**src/rtl/mips_mem_pkg.sv**
```systemverilog
// mips_mem_pkg: shared definitions for the MEM-stage data memory controller.
//   - FSM state encoding (IDLE / ACCESS / DONE)
//   - alignment-check helpers for word and halfword accesses
//   - halfword-select constants used by the load formatter
package mips_mem_pkg;

  localparam logic [1:0] ST_IDLE   = 2'd0;
  localparam logic [1:0] ST_ACCESS = 2'd1;
  localparam logic [1:0] ST_DONE   = 2'd2;

  // address[1] selects which halfword of the little-endian word is loaded
  localparam logic HALF_SEL_LO = 1'b0;
  localparam logic HALF_SEL_HI = 1'b1;

  // Word accesses must sit on a 4-byte boundary.
  function automatic logic word_aligned(input logic [31:0] addr);
    return (addr[1:0] == 2'b00);
  endfunction

  // Halfword accesses must sit on a 2-byte boundary.
  function automatic logic half_aligned(input logic [31:0] addr);
    return (addr[0] == 1'b0);
  endfunction

endpackage

```
**src/rtl/load_formatter.sv**
```systemverilog
// load_formatter: combinational load-data formatting for LW / LH / LHU.
// Ports:
//   rdata        in  32  raw word returned by data memory
//   addr1        in  1   byte-address bit 1 (selects upper/lower halfword)
//   loadFullWord in  1   1 = LW, 0 = halfword load
//   loadSigned   in  1   1 = sign-extend halfword (LH), 0 = zero-extend (LHU)
//   result       out 32  formatted load value
module load_formatter
  import mips_mem_pkg::*;
(
  input  logic [31:0] rdata,
  input  logic        addr1,
  input  logic        loadFullWord,
  input  logic        loadSigned,
  output logic [31:0] result
);

  logic [15:0] half_s;

  // Pick the addressed halfword, then widen it according to the load type.
  always_comb begin
    half_s = 16'h0000;
    result = 32'h0000_0000;
    if (addr1 == HALF_SEL_HI) begin
      half_s = rdata[31:16];
    end else begin
      half_s = rdata[15:0];
    end
    if (loadFullWord) begin
      result = rdata;
    end else if (loadSigned) begin
      result = {{16{half_s[15]}}, half_s};
    end else begin
      result = {16'h0000, half_s};
    end
  end

endmodule

```
**src/rtl/data_mem_ctrl.sv**
```systemverilog
// data_mem_ctrl: sequences MEM-stage loads/stores over a req/ready handshake
// to a variable-latency data memory, stalling the pipeline while in flight.
// Ports:
//   clk, resetN                 clock (rising edge), async active-low reset
//   memRead, memWrite           decoded load / store request (store wins)
//   loadFullWord, loadSigned    load type: LW, LH (signed), LHU
//   address, writeData          byte address and store data from the pipeline
//   stall                       freeze pipeline up to MEM (combinational)
//   loadResult, loadValid       formatted load data + one-cycle completion pulse
//   misaligned, busError        one-cycle error pulses
//   memReq, memWe, memAddr,
//   memWData                    request to data memory (held during ACCESS)
//   memRData, memReady          response from data memory
module data_mem_ctrl
  import mips_mem_pkg::*;
#(
  parameter int TIMEOUT_CYCLES = 16,
  parameter int CNT_W          = 5
) (
  input  logic        clk,
  input  logic        resetN,
  input  logic        memRead,
  input  logic        memWrite,
  input  logic        loadFullWord,
  input  logic        loadSigned,
  input  logic [31:0] address,
  input  logic [31:0] writeData,
  output logic        stall,
  output logic [31:0] loadResult,
  output logic        loadValid,
  output logic        misaligned,
  output logic        busError,
  output logic        memReq,
  output logic        memWe,
  output logic [31:0] memAddr,
  output logic [31:0] memWData,
  input  logic [31:0] memRData,
  input  logic        memReady
);

  localparam logic [CNT_W-1:0] CNT_LAST = CNT_W'(TIMEOUT_CYCLES - 1);

  logic [1:0]       state_r;
  logic [CNT_W-1:0] cnt_r;
  logic             is_store_r;
  logic             full_r;
  logic             signed_r;
  logic             addr1_r;
  logic             mem_req_r;
  logic             mem_we_r;
  logic [31:0]      mem_addr_r;
  logic [31:0]      mem_wdata_r;
  logic [31:0]      load_result_r;
  logic             load_valid_r;
  logic             misaligned_r;
  logic             bus_error_r;

  logic             access_s;
  logic             aligned_s;
  logic             accept_s;
  logic             reject_s;
  logic             timeout_s;
  logic [31:0]      fmt_result_s;

  // Request decode: a store is always a full word, so it uses the word check
  // even if loadFullWord happens to be low.
  always_comb begin
    access_s  = memRead | memWrite;
    aligned_s = 1'b0;
    if (memWrite | loadFullWord) begin
      aligned_s = word_aligned(address);
    end else begin
      aligned_s = half_aligned(address);
    end
    accept_s  = (state_r == ST_IDLE) & access_s & aligned_s;
    reject_s  = (state_r == ST_IDLE) & access_s & ~aligned_s;
    timeout_s = (cnt_r == CNT_LAST);
  end

  // Stall must rise in the accept cycle itself, so it is combinational; it is
  // gated by resetN so that it is low for the whole reset window.
  always_comb begin
    stall = resetN & (accept_s | (state_r == ST_ACCESS));
  end

  load_formatter u_load_formatter (
    .rdata        (memRData),
    .addr1        (addr1_r),
    .loadFullWord (full_r),
    .loadSigned   (signed_r),
    .result       (fmt_result_s)
  );

  // Access FSM, handshake registers and registered status pulses.
  always_ff @(posedge clk or negedge resetN) begin
    if (!resetN) begin
      state_r       <= ST_IDLE;
      cnt_r         <= '0;
      is_store_r    <= 1'b0;
      full_r        <= 1'b0;
      signed_r      <= 1'b0;
      addr1_r       <= 1'b0;
      mem_req_r     <= 1'b0;
      mem_we_r      <= 1'b0;
      mem_addr_r    <= 32'h0000_0000;
      mem_wdata_r   <= 32'h0000_0000;
      load_result_r <= 32'h0000_0000;
      load_valid_r  <= 1'b0;
      misaligned_r  <= 1'b0;
      bus_error_r   <= 1'b0;
    end else begin
      // Status outputs are single-cycle pulses unless set below.
      load_valid_r <= 1'b0;
      misaligned_r <= 1'b0;
      bus_error_r  <= 1'b0;
      case (state_r)
        ST_IDLE: begin
          if (accept_s) begin
            is_store_r  <= memWrite;
            full_r      <= loadFullWord;
            signed_r    <= loadSigned;
            addr1_r     <= address[1];
            mem_req_r   <= 1'b1;
            mem_we_r    <= memWrite;
            mem_addr_r  <= {address[31:2], 2'b00};
            mem_wdata_r <= writeData;
            cnt_r       <= '0;
            state_r     <= ST_ACCESS;
          end else if (reject_s) begin
            misaligned_r <= 1'b1;
          end else begin
            state_r <= ST_IDLE;
          end
        end
        ST_ACCESS: begin
          // Ready wins over a coincident timeout.
          if (memReady) begin
            mem_req_r <= 1'b0;
            state_r   <= ST_DONE;
            if (!is_store_r) begin
              load_valid_r  <= 1'b1;
              load_result_r <= fmt_result_s;
            end else begin
              load_valid_r <= 1'b0;
            end
          end else if (timeout_s) begin
            mem_req_r     <= 1'b0;
            bus_error_r   <= 1'b1;
            load_result_r <= 32'h0000_0000;
            state_r       <= ST_DONE;
          end else begin
            cnt_r <= cnt_r + {{(CNT_W-1){1'b0}}, 1'b1};
          end
        end
        ST_DONE: begin
          // Requests seen here belong to the retiring instruction; ignore them.
          state_r <= ST_IDLE;
        end
        default: begin
          mem_req_r <= 1'b0;
          state_r   <= ST_IDLE;
        end
      endcase
    end
  end

  assign loadResult = load_result_r;
  assign loadValid  = load_valid_r;
  assign misaligned = misaligned_r;
  assign busError   = bus_error_r;
  assign memReq     = mem_req_r;
  assign memWe      = mem_we_r;
  assign memAddr    = mem_addr_r;
  assign memWData   = mem_wdata_r;

endmodule

```
**config.mk**
```make
export PLATFORM = sky130hd
export DESIGN_NAME = data_mem_ctrl
export DESIGN_NICKNAME = d
export VERILOG_FILES = /design/src/rtl/mips_mem_pkg.sv /design/src/rtl/load_formatter.sv /design/src/rtl/data_mem_ctrl.sv
export SDC_FILE = /design/constraint.sdc
export NUM_CORES = 1
export LEC_CHECK = 0
export BUFFER_PORTS_ARGS = -buffer_cell sky130_fd_sc_hd__buf_4
export CAP_MARGIN = 20
export CORE_ASPECT_RATIO = 0.8
export CORE_UTILIZATION = 47
export CTS_BUF_LIST = sky130_fd_sc_hd__clkbuf_4 sky130_fd_sc_hd__clkbuf_8 sky130_fd_sc_hd__clkbuf_16
export CTS_CLUSTER_DIAMETER = 60
export CTS_CLUSTER_SIZE = 30
export DETAILED_ROUTE_END_ITERATION = 10
export GPL_TIMING_DRIVEN = 0
export PLACE_DENSITY = 0.8
export SLEW_MARGIN = 30
export SYNTH_ARGS = -nofsm -noshare
export SYNTH_HDL_FRONTEND = slang
export SYNTH_SLANG_ARGS = --single-unit
```
**constraint.sdc**
```tcl
create_clock -name clk -period 2.91 [get_ports clk]
set_clock_uncertainty 0.2 [all_clocks]
set_input_delay 0.4365 -clock clk [delete_from_list [all_inputs] [get_ports clk]]
set_output_delay 0.4365 -clock clk [all_outputs]
set_load 0.05 [all_outputs]
```
## After elaboration in Yosys (flattened, before gate mapping)

Index checks and enable logic that the tools add are counted.

- Register bits after elaboration: 109
- Latch bits: 0
- RAM bits: 0
- ROM bits: 0
- Bits of input ports: 103
- Output and inout bits: 102
- Logic and storage cells: 71
- Memories: 0

- $add $sub $neg: 1
- Multipliers: 0
- Divide/modulo/power cells: 0
- Order comparisons: 0
- Equal/unequal tests: 9
- Shifts and indexed selects: 0
- Muxes and demuxes: 29
- Bitwise logic cells: 10
- Reductions and logical operators: 9

Operators with widths:

| kind | count |
|---|---|
| two-way mux 32 bit | 5 |
| two-way mux 16 bit | 1 |
| two-way mux 5 bit | 3 |
| two-way mux 1 bit | 13 |
| one-hot mux 5 bit (2 select lines) | 1 |
| two-way mux 2 bit | 4 |
| != test 2 bit (second input constant) | 4 |
| != test 3 bit (second input constant) | 2 |
| AND reduction 3 bit | 2 |
| adder 5 x 1 -> 5 bit (second input constant) | 1 |
| == test 5 x 4 -> 1 bit (second input constant) | 1 |
| AND 1 bit | 4 |
| logical NOT 2 bit | 2 |
| one-hot mux 2 bit (2 select lines) | 1 |
| AND reduction 2 bit | 2 |
| AND reduction 4 bit | 1 |
| nonzero test 2 bit | 2 |
| inverter 1 bit | 3 |
| OR 1 bit | 3 |
| one-hot mux 1 bit (3 select lines) | 1 |
| == test 2 x 1 -> 1 bit (second input constant) | 1 |
| == test 2 bit (second input constant) | 1 |

## Depth between registers and ports, before layout

Gate-level depths: netlist (run 1).

- Depth in word-level cells: 7
- Gate-level depth with buffers: 8

## Cells and area by module

Synthesis (run 1) repeated with hierarchy kept, for this count alone.

- Cells, all modules: 323
- Area total of the unflattened synthesis: 4667.0 um^2

Modules (own cells, without submodules):

| module | instances | cells each | area each (um^2) | sequential area each (um^2) |
|---|---|---|---|---|
| data_mem_ctrl | 1 | 264 | 4217.8 | 2727.6 |
| load_formatter | 1 | 59 | 449.2 | 0.0 |

## Worst setup path before layout (run 1)

Ideal clock, no wire load.

- Path type: input to output
- Start point: in memWrite
- End point: out stall
- Arrival time: 1.713 ns
- Data required time: 2.274 ns
- Path slack: 0.560 ns
- Cell stages on the path: 7
- Buffers on the path: 3
- Path through: o21ai_1 and2_1 and3_4 buf_6 buf_8 buf_8 o21a_1

- Cells in the longest elaborated chain, start to end: 5
- Elaborated cells on any way between the ends: 7
- Classes of those cells: 1 x mux; 6 x bitwise

Ends and longest elaborated chain:

| element | RTL line | text |
|---|---|---|
| start: declaration | data_mem_ctrl.sv:23 | `input logic memWrite,` |
| OR 1 bit, on equally long branches | data_mem_ctrl.sv:68, data_mem_ctrl.sv:70 |  |
| AND 1 bit or two-way mux 1 bit (tied branches) | data_mem_ctrl.sv:75, data_mem_ctrl.sv:70 |  |
| AND 1 bit * | data_mem_ctrl.sv:75 | `accept_s = (state_r == ST_IDLE) & access_s & aligned_s;` |
| OR 1 bit * | data_mem_ctrl.sv:83 | `stall = resetN & (accept_s \| (state_r == ST_ACCESS));` |
| AND 1 bit * | data_mem_ctrl.sv:83 |  |
| end: declaration | data_mem_ctrl.sv:28 | `output logic stall,` |

Mark *: on every way between the ends. The rest lies on a longest branch, timed or not.

## Worst setup path after layout (run 1)

- Start point: reg state_r[0]
- End point: out stall

- Cells in the longest elaborated chain, start to end: 5
- Elaborated cells on any way between the ends: 6
- Classes of those cells: 1 x eq/ne; 4 x bitwise; 1 x reduce/logical

Ends and longest elaborated chain:

| element | RTL line | text |
|---|---|---|
| start: declaration | data_mem_ctrl.sv:43 | `logic [1:0] state_r;` |
| start signal: assignment | data_mem_ctrl.sv:97 | `state_r <= ST_IDLE;` |
| start signal: assignment | data_mem_ctrl.sv:128 | `state_r <= ST_ACCESS;` |
| start signal: assignment | data_mem_ctrl.sv:132 | `state_r <= ST_IDLE;` |
| logical NOT 2 bit | data_mem_ctrl.sv:75 |  |
| AND 1 bit (2 in series) | data_mem_ctrl.sv:75 |  |
| OR 1 bit * | data_mem_ctrl.sv:83 |  |
| AND 1 bit * | data_mem_ctrl.sv:83 |  |

Marks and branches as above.

==> impl_results.rst, run 1 <==
.. list-table::
   :header-rows: 1

   * - Metric
     - Value
   * - XOR/XNOR Fraction of Synth Area
     - 0
   * - Max Fanout on Critical Path
     - 10
   * - Worst setup SP type
     - flop
   * - Proportion of register bits with asynchronous set or reset after synthesis
     - 1.000
   * - Largest cells by area after synthesis
     - sky130_fd_sc_hd__dfrtp_1 60%, sky130_fd_sc_hd__mux2_2 12%, sky130_fd_sc_hd__mux2_4 6.0%
   * - Horizontal extent of the die
     - between 100 and 150 microns
   * - # Max-Cap Violations
     - 0
   * - Slack of the critical path
     - ~320 ps
   * - Cell total after placement
     - 620
   * - Final GP Congestion
     - around 0.78
   * - Leading cell type by number of instances after synthesis
     - sky130_fd_sc_hd__dfrtp_1
   * - Total Die Area
     - 0.01002 sq mm
   * - Number of vias per cell
     - about 5
   * - Placed cell areas
     - slightly above 0.006 sq mm
   * - Unique cell type count in the Yosys netlist
     - 37
   * - Total number of vias
     - 3,179
   * - Min Tclk post-route
     - about 2600 ps
   * - Area share of the leading cell type in the synthesized netlist
     - 0.6034
   * - Initial antenna violation count
     - 0
   * - Result of the run
     - finished, violations left
   * - Overall track demand over capacity in global routing
     - 0.2285
   * - Post-layout nets
     - just over 600
   * - Clock-pin slew of the registers on the worst-case setup and hold paths
     - approximately 70 ps
   * - Post CTS Setup Buffer Count
     - 0
   * - Pwr dens
     - 1139 mW/mm^2
   * - Cell taking the most area after synthesis
     - sky130_fd_sc_hd__dfrtp_1
   * - DRC violation count after routing
     - 16
   * - Final cycle utilization of the critical path
     - 0.8893
   * - Area fraction in compound gates after synthesis
     - 0.08082
   * - Total count of max-transition violations in the final report
     - 0
   * - Peak supply drop
     - roughly 0.74 mV
   * - Finish-stage setup viols
     - 0
   * - Number of gates given a new drive strength after cts
     - 0
   * - Port Buffers
     - 202
   * - Register-to-Register Setup Slack
     - roughly 630 ps
   * - Hpwl dp
     - between 8000 and 9000 microns
   * - Most used standard cells in the synthesized netlist
     - 109 x sky130_fd_sc_hd__dfrtp_1, 50 x sky130_fd_sc_hd__mux2_2, 18 x sky130_fd_sc_hd__mux2_4, 18 x sky130_fd_sc_hd__nand2b_1
   * - Maximum number of pins on one net before global-route repair
     - between 100 and 150
   * - Non-filler cells, final
     - approximately 640
   * - H-Tree Level Count
     - 3
   * - Number of enable flip-flop cells after synthesis
     - 0
   * - Filler Cells Inserted
     - 655
   * - Hold-fix buffers at CTS
     - 0
   * - Vert. Die Dim
     - between 80 and 90 microns
   * - Combined area of all synthesized cells
     - approximately 0.0045 sq mm
   * - Number of top-level pins
     - between 200 and 250
   * - Sum Neg Setup Slack
     - 0 ps
   * - Sum of internal, switching and leakage power
     - roughly 7.4 mW
   * - Antenna fix cells
     - 0
   * - Clock tree root driver cell
     - sky130_fd_sc_hd__clkbuf_16
   * - Most used flip-flop cell after synthesis
     - sky130_fd_sc_hd__dfrtp_1
   * - Overall routed net length
     - between 10,000 and 15,000 microns
   * - Starting density of the core
     - 0.4918
   * - Synthesized-area fraction occupied by and/or/nand/nor cells
     - 0.05480
   * - Number of synthesis warnings
     - 0
   * - Path category of the worst min-delay check
     - in -> async
   * - Post-Synthesis Cells
     - slightly above 300
   * - Layout overhead on the synthesized area
     - 43.81%
   * - Routed wire per std cell
     - 17.29 microns
   * - RSZ-0062 raised after global routing
     - false
   * - Wire length of the first global-routing pass
     - around 18,000 microns
   * - Core area
     - between 0.009 and 0.01 sq mm
   * - Final hold vios
     - 7
   * - Crit end category
     - primary output
   * - Violated checks
     - design-rule violations, negative hold slack
   * - Number of antenna-violating nets in the routed design
     - 0
   * - Total CTS buffers
     - 9
   * - Global route overflow
     - 0
   * - Initial DRT Pass Iterations
     - 7
   * - Seq. cell area
     - 0.002728 sq mm
   * - Iter 0 DRT Violations
     - around 130
   * - Mean Syn Cell Area
     - ~15 sq um
   * - Worst slew pin tran
     - between 800 and 900 ps
   * - Post-synthesis sequential area ratio
     - 0.6034
   * - Final Cell Area
     - roughly 0.0065 sq mm
   * - Multi-input gate area
     - ~0.0016 sq mm
   * - Critical Path RT
     - 2270 ps
   * - Total clock sinks
     - roughly 110
   * - Number of global-route vias before repair
     - 3,252
   * - Max Freq
     - 0.3864 GHz
   * - Layout Utilization
     - 0.7072
   * - Synthesis-stage register bit count
     - between 100 and 150
   * - Leakage
     - 3.240 nW
   * - Adder-Cell Fraction of Synth Area
     - 0.005536
   * - Worst slew margin relative to its limit
     - 0.4361
   * - Layout cells sized above 1
     - 0.5835
   * - Clk_lat worst skew
     - roughly 340 ps
   * - Largest family of logic cells by synthesized area
     - multiplexers
   * - Dpl ws
     - 418.6 ps
   * - Critical path data arrival time
     - a little under 2000 ps
   * - Crit path kind
     - reg -> out
   * - Floorplan row count
     - 31
   * - Final worst hold slack
     - -3.255 ps
   * - Share of cell area taken by muxes after synthesis
     - 0.2198
   * - Buffer depth of the longest clock path
     - 2
   * - CTS tree
     - yes
## power by group
group          total (mW)  internal (mW)  switching [mW]  leakage (nW)
clock                1.25          0.698           0.555         0.151
combinational        3.76           1.30            2.46          1.76
sequential           2.39           2.06           0.334          1.33
total                7.40           4.05            3.35          3.24
## layout by cell type, fill, tap and decap left out, drive strengths merged, types with 2 or more instances in the layout
| cell type | Yosys | routed |
|---|---|---|
| and3 | 2 | 2 |
| conb | 1 | 2 |
| buf | 13 | 214 |
| inv | 4 | 5 |
| ha | 2 | 2 |
| nor2 | 6 | 6 |
| clkinv | 0 | 3 |
| a22o | 16 | 16 |
| dfrtp | 109 | 109 |
| nand2b | 18 | 18 |
| nand2 | 5 | 5 |
| clkbuf | 5 | 16 |
| o31ai | 2 | 2 |
| o2bb2ai | 16 | 16 |
| o21ai | 4 | 4 |
| a21oi | 2 | 2 |
| mux2i | 16 | 16 |
| and2 | 2 | 2 |
| mux2 | 68 | 68 |
## worst max-delay path: stages, from the launching register on
cell,delay (ps)
sky130_fd_sc_hd__dfrtp_1,410
sky130_fd_sc_hd__nor2_1,210
sky130_fd_sc_hd__and3_4,220
sky130_fd_sc_hd__buf_6,120
sky130_fd_sc_hd__buf_8,150
sky130_fd_sc_hd__buf_8,170
sky130_fd_sc_hd__o21a_1,130
sky130_fd_sc_hd__buf_4,190
## flip-flops by register name, indices dropped and copies added, names as in the netlist
name and flops:
full_r 1, signed_r 1, memWData 32, memWe 1
loadResult 32, loadValid 1, memReq 1, cnt_r 5
busError 1, memAddr 30, misaligned 1, addr1_r 1
state_r 2
## final timing paths
| check | cells past startpoint | end | startpoint |
|---|---|---|---|
| max in group asynchronous | 1 | loadResult[30]$_DFFE_PN0P_ | resetN |
| worst max register to register | 7 | cnt_r[3]$_DFFE_PN0P_ | cnt_r[0]$_DFFE_PN0P_ |
| worst min-delay path | 1 | memAddr[22]$_DFFE_PN0P_ | resetN |
| worst min register to register | 1 | cnt_r[3]$_DFFE_PN0P_ | cnt_r[3]$_DFFE_PN0P_ |
| worst max-delay path | 7 | stall | state_r[0]$_DFFE_PN0P_ |
| min in group clk | 2 | busError$_DFF_PN0_ | memReady |
## per-layer routing
| metal | GRT usage | vias up | part of all wire |
|---|---|---|---|
| met3 | 0.06811 | 9 | 0.075 |
| met5 | 0 | - | 0 |
| met1 | 0.2981 | 1532 | 0.42 |
| li1 | - | 1513 | - |
| met2 | 0.3753 | 125 | 0.50 |
| met4 | 0.05405 | 0 | 0.0074 |
## cell families after synthesis
logic type / Yosys count
AOI/OAI and AO/OA: 44
other: 1
buffers and inverters: 22
adders and majority gates: 2
muxes: 84
and+or+nand+nor: 40
DFF: 109
## final cells by class
| class | instances | share of cell area |
|---|---|---|
| plain buffers | 18 | 0.02194 |
| clock buffers | 10 | 0.03676 |
| clock inverters | 6 | 0.01097 |
| inverters | 4 | 0.002309 |
| multi-input cells | 172 | 0.2521 |
| flip-flops and latches | 109 | 0.4196 |
| well taps | 115 | 0.02213 |
| repair buffers | 202 | 0.2342 |
(Power assumes the default switching activity.)
==> inputs of run 2 (changes only) <==
--- a/config.mk
+++ b/config.mk
@@ -8,13 +8,13 @@
 export BUFFER_PORTS_ARGS = -buffer_cell sky130_fd_sc_hd__buf_4
 export CAP_MARGIN = 20
 export CORE_ASPECT_RATIO = 0.8
-export CORE_UTILIZATION = 47
-export CTS_BUF_LIST = sky130_fd_sc_hd__clkbuf_4 sky130_fd_sc_hd__clkbuf_8 sky130_fd_sc_hd__clkbuf_16
+export CORE_UTILIZATION = 49
+export CTS_BUF_LIST = sky130_fd_sc_hd__clkbuf_2
 export CTS_CLUSTER_DIAMETER = 60
 export CTS_CLUSTER_SIZE = 30
 export DETAILED_ROUTE_END_ITERATION = 10
 export GPL_TIMING_DRIVEN = 0
-export PLACE_DENSITY = 0.8
+export PLACE_DENSITY = 0.83
 export SLEW_MARGIN = 30
 export SYNTH_ARGS = -nofsm -noshare
 export SYNTH_HDL_FRONTEND = slang
==> impl_results.rst, run 2 (synthesis gave the netlist of run 1 again) <==
.. list-table::
   :header-rows: 1

   * - Metric
     - Value
   * - Initial DRT Pass Iterations
     - 7
   * - Uppermost metal layer occupied by signal nets
     - met4
   * - Most common cell after layout, fill and taps aside
     - sky130_fd_sc_hd__buf_4
   * - Final hold vios
     - 0
   * - Number of antenna-violating nets in the routed design
     - 0
   * - Floorplan row count
     - 30
   * - Sum Neg Setup Slack
     - 0 ps
   * - Hpwl dp
     - approximately 8000 microns
   * - Overall routed net length
     - around 15,000 microns
   * - Max Fanout on Critical Path
     - 10
   * - Dpl ws
     - between 400 and 500 ps
   * - Result of the run
     - completed
   * - Port Buffers
     - 202
   * - Critical Path RT
     - 2270 ps
   * - Capture point of the critical path
     - stall
   * - Launching instance or port of the critical path
     - state_r[0]$_DFFE_PN0P_
   * - Layout cells sized above 1
     - 0.4849
   * - Min Tclk post-route
     - 2763 ps
   * - Finish-stage setup viols
     - 0
   * - Register-to-Register Setup Slack
     - around 470 ps
   * - Number of vias per cell
     - a little over 5
   * - Worst Hold Launch
     - memRead
   * - Worst slew margin relative to its limit
     - 0.4802
   * - # Max-Cap Violations
     - 0
   * - Total CTS buffers
     - 9
   * - Critical path data arrival time
     - around 2100 ps
   * - Iter 0 DRT Violations
     - 84
   * - Total count of max-transition violations in the final report
     - 0
   * - Crit path kind
     - reg -> out
   * - Total clock sinks
     - approximately 110
   * - Starting density of the core
     - 0.5191
   * - Core area
     - between 0.008 and 0.009 sq mm
   * - Worst setup SP type
     - flop
   * - Total number of vias
     - between 3,000 and 4,000
   * - Post-layout nets
     - 731
   * - Clock tree root driver cell
     - sky130_fd_sc_hd__clkbuf_2
   * - Wire length of the first global-routing pass
     - 20,930 microns
   * - Met2 WL post-DR
     - between 7000 and 8000 microns
   * - Buffer depth of the longest clock path
     - 2
   * - Placed cell areas
     - just over 0.006 sq mm
   * - Final Cell Area
     - 0.007425 sq mm
   * - Startpoint of the worst register-to-register path
     - full_r$_DFFE_PN0P_
   * - Most used cells in the layout excluding fill and tap cells
     - 208 x sky130_fd_sc_hd__buf_4, 110 x sky130_fd_sc_hd__dlygate4sd3_1, 108 x sky130_fd_sc_hd__dfrtp_1
   * - H-Tree Level Count
     - 3
   * - Final worst hold slack
     - around 90 ps
   * - Longest individual stage delay on the worst path
     - ~500 ps
   * - WL met1
     - approximately 5400 microns
   * - Crit end category
     - primary output
   * - Overall track demand over capacity in global routing
     - 0.2983
   * - Slack of the critical path
     - between 100 and 150 ps
   * - Met3 wirelength from detailed routing
     - 1023 microns
   * - Initial antenna violation count
     - 1
   * - Global route overflow
     - 0
   * - CTS tree
     - yes
   * - Routed wire per std cell
     - ~20 microns
   * - Filler Cells Inserted
     - roughly 440
   * - Slowest stage cell, crit path
     - sky130_fd_sc_hd__dfrtp_1
   * - Final GP Congestion
     - about 0.80
   * - Vert. Die Dim
     - around 90 microns
   * - Worst path most repeated cell
     - sky130_fd_sc_hd__buf_8
   * - Clock-pin slew of the registers on the worst-case setup and hold paths
     - roughly 270 ps
   * - Final cycle utilization of the critical path
     - 0.9496
   * - Layout overhead on the synthesized area
     - 64.24%
   * - Non-filler cells, final
     - 744
   * - Total Die Area
     - just under 0.01 sq mm
   * - Pwr dens
     - roughly 960 mW/mm^2
   * - Path category of the worst min-delay check
     - in -> reg
   * - DRC violation count after routing
     - 0
   * - Cell depth of the worst flop-to-flop path
     - 6
   * - Max Freq
     - 0.3619 GHz
   * - RSZ-0062 raised after global routing
     - false
   * - Number of top-level pins
     - a little over 200
   * - Endpoint of the worst register-to-register path
     - loadResult[10]$_DFFE_PN0P_
   * - Worst-path cell chain
     - nor2_4 -> and3_4 -> buf_6 -> buf_8 -> buf_8 -> o21a_1 -> buf_4
   * - Peak supply drop
     - between 0.7 and 0.8 mV
   * - Worst slew pin tran
     - between 700 and 800 ps
   * - Cell total after placement
     - between 600 and 700
   * - Maximum number of pins on one net before global-route repair
     - 111
   * - Leakage
     - 3.620 nW
   * - Clk_lat worst skew
     - ~560 ps
   * - Horizontal extent of the die
     - roughly 110 microns
   * - Number of global-route vias before repair
     - around 4,100
## run 2: cell count changes in the layout (fill, tap and decap cells not counted), sizes merged
| cell | previous run | this run |
|---|---|---|
| inv | 5 | 7 |
| clkbuf | 16 | 14 |
| diode | 0 | 1 |
| dlygate4sd3 | 0 | 110 |
| clkinv | 3 | 1 |
| buf | 214 | 215 |
| clkinvlp | 1 | 2 |
## run 2: metal layers
| metal | GRT usage | up-vias |
|---|---|---|
| li1 | - | 1733 |
| met1 | 0.3323 | 1928 |
| met2 | 0.5569 | 165 |
| met3 | 0.07887 | 33 |
| met4 | 0.09455 | 0 |
| met5 | 0 | - |
## run 2: cell type report
cell class,instances,area [sq um],share of cell area
inverter,4,15.01,0.002022
antenna,1,2.502,0.0003370
clock buffer,9,45.04,0.006067
tap,112,140.1,0.01887
timing repair buffer,312,2625,0.3536
sequential,109,2729,0.3675
multi-input combinational,172,1647,0.2218
clock inverter,7,78.83,0.01062
buffer,18,142.6,0.01921
## run 2: critical path: cells and delay by family (launching register included)
kind	cells	cell delay, ps
buffers and inverters	4	620
AO/OA/AOI/OAI	1	120
AND/OR/NAND/NOR	2	330
flip-flops	1	500
## run 2: what timing repair did
item | 4_1_cts | 5_1_grt
endpoints found under the hold margin | 209 | 0
buffers inserted | 0 | 0
endpoints found under the setup margin | 0 | 1
hold buffers | 110 | 0
resized for setup | 0 | 4
## run 2: worst min path at each step
stage / slack, ps / depth (start not counted) / to
floorplan: -60 / 0 / addr1_r$_DFFE_PN0P_
CTS: 40 / 3 / misaligned$_DFF_PN0_
finish: 90 / 3 / misaligned$_DFF_PN0_
global route: 70 / 3 / misaligned$_DFF_PN0_
detailed placement: 270 / 1 / cnt_r[3]$_DFFE_PN0P_
global placement: 250 / 1 / cnt_r[3]$_DFFE_PN0P_
## run 2: through the flow
stage / power (mW) / util
floorplan: 4.951 / -
global placement: 6.119 / 0.7098
detailed placement: 6.186 / 0.7102
CTS: 7.061 / 0.8509
global route: 7.418 / 0.8526
finish: 7.145 / 0.8526
## run 2: where the power goes
part	switching, mW	total [mW]	leakage [nW]	internal [mW]
registers	0.372	2.42	1.33	2.05
clock network	0.531	0.740	0.0708	0.209
logic	2.56	3.99	2.22	1.43
==> inputs of run 3 (changes only) <==
--- a/config.mk
+++ b/config.mk
@@ -5,10 +5,11 @@
 export SDC_FILE = /design/constraint.sdc
 export NUM_CORES = 1
 export LEC_CHECK = 0
+export ABC_AREA = 1
 export BUFFER_PORTS_ARGS = -buffer_cell sky130_fd_sc_hd__buf_4
 export CAP_MARGIN = 20
 export CORE_ASPECT_RATIO = 0.8
-export CORE_UTILIZATION = 49
+export CORE_UTILIZATION = 50
 export CTS_BUF_LIST = sky130_fd_sc_hd__clkbuf_2
 export CTS_CLUSTER_DIAMETER = 60
 export CTS_CLUSTER_SIZE = 30
==> impl_results.rst, run 3 <==
.. list-table::
   :header-rows: 1

   * - Metric
     - Value
   * - Result of the run
     - finished, violations left
   * - Violated checks
     - negative hold slack
   * - Post-Synthesis Cells
     - approximately 540
   * - Iter 0 DRT Violations
     - about 490
   * - Internal power
     - approximately 3.4 mW
   * - Final GP Congestion
     - approximately 0.87
   * - Total clock sinks
     - 109
   * - Clk_lat worst skew
     - roughly 590 ps
   * - Finish-stage setup viols
     - 0
   * - Sum Neg Setup Slack
     - 0 ps
   * - Clock-pin slew of the registers on the worst-case setup and hold paths
     - 250 ps
   * - Number of synthesis warnings
     - 0
   * - Area share of the leading cell type in the synthesized netlist
     - 0.5598
   * - Port Buffers
     - ~200
   * - Horizontal extent of the die
     - 112.4 microns
   * - Most used cells in the layout excluding fill and tap cells
     - 205 x sky130_fd_sc_hd__buf_4, 180 x sky130_fd_sc_hd__nand2_1, 113 x sky130_fd_sc_hd__dlygate4sd3_1
   * - # Max-Cap Violations
     - 0
   * - Leading cell type by number of instances after synthesis
     - sky130_fd_sc_hd__nand2_1
   * - Layout overhead on the synthesized area
     - 60.02%
   * - Routed wire per std cell
     - ~19 microns
   * - Total count of max-transition violations in the final report
     - 0
   * - Global route overflow
     - 0
   * - Worst setup SP type
     - flop
   * - Initial antenna violation count
     - 1
   * - Critical path data arrival time
     - 2130 ps
   * - CTS tree
     - yes
   * - H-Tree Level Count
     - 3
   * - Crit end category
     - primary output
   * - Total Die Area
     - approximately 0.010 sq mm
   * - Starting density of the core
     - 0.5256
   * - Number of enable flip-flop cells after synthesis
     - 0
   * - Filler Cells Inserted
     - 470
   * - Overall routed net length
     - between 15,000 and 20,000 microns
   * - Final hold vios
     - around 110
   * - Wire length of the first global-routing pass
     - around 30,000 microns
   * - Path category of the worst min-delay check
     - in -> async
   * - Min Tclk post-route
     - around 2800 ps
   * - Pwr dens
     - 907.3 mW/mm^2
   * - Combined area of all synthesized cells
     - between 0.004 and 0.005 sq mm
   * - Proportion of register bits with asynchronous set or reset after synthesis
     - 1.000
   * - Layout Utilization
     - 0.8410
   * - Crit path kind
     - reg -> out
   * - Sequential Power Share
     - 0.336
   * - Uppermost metal layer occupied by signal nets
     - met4
   * - WL met1
     - approximately 6500 microns
   * - Total CTS buffers
     - 9
   * - Max Fanout on Critical Path
     - 10
   * - Final worst hold slack
     - -331.4 ps
   * - Met2 WL post-DR
     - approximately 9000 microns
   * - Number of vias per cell
     - approximately 5.4
   * - Switching Fraction
     - 0.5184
   * - Most common cell after layout, fill and taps aside
     - sky130_fd_sc_hd__buf_4
   * - Post-layout nets
     - 975
   * - DRC violation count after routing
     - 0
   * - Vert. Die Dim
     - 90.29 microns
   * - Net switching power of the design
     - around 3.7 mW
   * - Most used flip-flop cell after synthesis
     - sky130_fd_sc_hd__dfrtp_1
   * - Final cycle utilization of the critical path
     - 0.9514
   * - Worst slew margin relative to its limit
     - 0.4212
   * - Number of antenna-violating nets in the routed design
     - 0
   * - Core area
     - slightly above 0.009 sq mm
   * - Initial DRT Pass Iterations
     - 6
   * - Floorplan row count
     - 31
   * - Synthesis-stage register bit count
     - ~110
   * - Unique cell type count in the Yosys netlist
     - 24
   * - Portion of total power attributed to the clock network
     - 0.099
   * - Most used standard cells in the synthesized netlist
     - 180 x sky130_fd_sc_hd__nand2_1, 109 x sky130_fd_sc_hd__dfrtp_1, 89 x sky130_fd_sc_hd__inv_1, 34 x sky130_fd_sc_hd__o21ai_2, 27 x sky130_fd_sc_hd__o21ai_1
   * - Buffer depth of the longest clock path
     - 2
   * - Cell depth of the worst flop-to-flop path
     - 9
   * - Met3 wirelength from detailed routing
     - 2000 microns
   * - Number of top-level pins
     - between 200 and 250
   * - Peak supply drop
     - about 0.7 mV
   * - Overall track demand over capacity in global routing
     - 0.3893
   * - Leakage
     - between 4 and 5 nW
   * - Max Freq
     - around 0.36 GHz
   * - Post-synthesis sequential area ratio
     - 0.5598
   * - Clock tree root driver cell
     - sky130_fd_sc_hd__clkbuf_2
   * - Share of total power in combinational logic
     - 0.565
   * - Mean Syn Cell Area
     - 8.973 sq um
   * - Critical Path RT
     - between 2000 and 2500 ps
   * - Worst slew pin tran
     - about 870 ps
   * - Cell taking the most area after synthesis
     - sky130_fd_sc_hd__dfrtp_1
   * - Maximum number of pins on one net before global-route repair
     - between 100 and 150
   * - Total number of vias
     - 5,327
   * - Layout cells sized above 1
     - 0.3291
   * - RSZ-0062 raised after global routing
     - false
   * - Hpwl dp
     - 9913 microns
   * - Hold-fix buffers at CTS
     - 113
   * - Largest cells by area after synthesis
     - sky130_fd_sc_hd__dfrtp_1 56%, sky130_fd_sc_hd__nand2_1 14%, sky130_fd_sc_hd__inv_1 6.9%
   * - Number of global-route vias before repair
     - between 5,000 and 6,000
[run 3: cell count changes in the layout (fill, tap and decap cells not counted), moves of 17 or more]
cell / previous run / this run
sky130_fd_sc_hd__mux2_4: 18 / 0
sky130_fd_sc_hd__nand2_1: 5 / 180
sky130_fd_sc_hd__o21ai_1: 1 / 27
sky130_fd_sc_hd__inv_1: 4 / 89
sky130_fd_sc_hd__mux2_2: 50 / 0
sky130_fd_sc_hd__nand3_1: 1 / 18
sky130_fd_sc_hd__o21ai_2: 0 / 34
sky130_fd_sc_hd__nand2b_1: 18 / 0
[run 3: kinds of logic (layout without fill, tap and decap cells)]
group	count (synthesis)	count (layout)	synth area share
and+or+nand+nor	225	225	0.1944
buffers and inverters	119	450	0.1156
DFF	109	109	0.5598
AOI/OAI and AO/OA	87	87	0.1243
adders and majority gates	2	2	0.005135
other	1	3	0.0007697
[run 3: power groups by stage]
stage               registers, mW  clock network, mW  logic, mW
floorplan                    4.03                  0      0.785
global placement             2.33                  0       3.65
detailed placement           2.35                  0       3.72
CTS                          2.32              0.703       3.85
global route                 2.42              0.759       4.16
finish                       2.38              0.702       3.99
[run 3: path summary, 6_finish.rpt]
| path | from | to | slack, ps |
|---|---|---|---|
| max | state_r[1]$_DFFE_PN0P_ | stall | 140 |
| min | resetN | busError$_DFF_PN0_ | -330 |
| max reg2reg | full_r$_DFFE_PN0P_ | loadResult[3]$_DFFE_PN0P_ | 630 |
| min reg2reg | memAddr[4]$_DFFE_PN0P_ | memAddr[4]$_DFFE_PN0P_ | 320 |
| max in group asynchronous | resetN | memWData[23]$_DFFE_PN0P_ | 2240 |
| min in group clk | memRead | misaligned$_DFF_PN0_ | 40 |
[run 3: critical path, stage by stage, from the launching register on]
cell and delay (ps):
sky130_fd_sc_hd__dfrtp_1 480, sky130_fd_sc_hd__inv_1 90, sky130_fd_sc_hd__nand2_1 90, sky130_fd_sc_hd__nor2_2 160
sky130_fd_sc_hd__nand3_4 130, sky130_fd_sc_hd__buf_6 180, sky130_fd_sc_hd__a21boi_0 170, sky130_fd_sc_hd__buf_4 230
[run 3: repair_timing]
item	CTS	global route
setup endpoints to repair	0	1
buffers inserted	0	0
gates resized for setup	0	4
endpoints found under the hold margin	209	109
[run 3: per-layer routing]
| layer | vias to the layer above | track usage |
|---|---|---|
| met2 | 409 | 0.6656 |
| met5 | - | 0 |
| li1 | 2307 | - |
| met1 | 2504 | 0.4297 |
| met4 | 0 | 0.2022 |
| met3 | 107 | 0.1349 |
[run 3: stage by stage]
step	power (mW)	setup slack (ps)	cell area, sq um	std cells
finish	7.073	141.3	7796	991
floorplan	4.819	215.5	4876	544
global placement	5.974	237.2	6536	861
detailed placement	6.066	544.2	6540	861
global route	7.342	16.46	7796	991
CTS	6.874	38.57	7777	990
[run 3: area by class of cell]
cell class                 instances  area, sq um  area share
sequential                       109         2728      0.3499
timing repair buffer             315         2654      0.3404
multi-input combinational        316         1593      0.2043
inverter                          90        337.8     0.04333
buffer                            29        231.5     0.02969
tap                              115        143.9     0.01846
clock buffer                      11        55.05    0.007061
clock inverter                     5        51.30    0.006580
antenna                            1        2.502   0.0003210
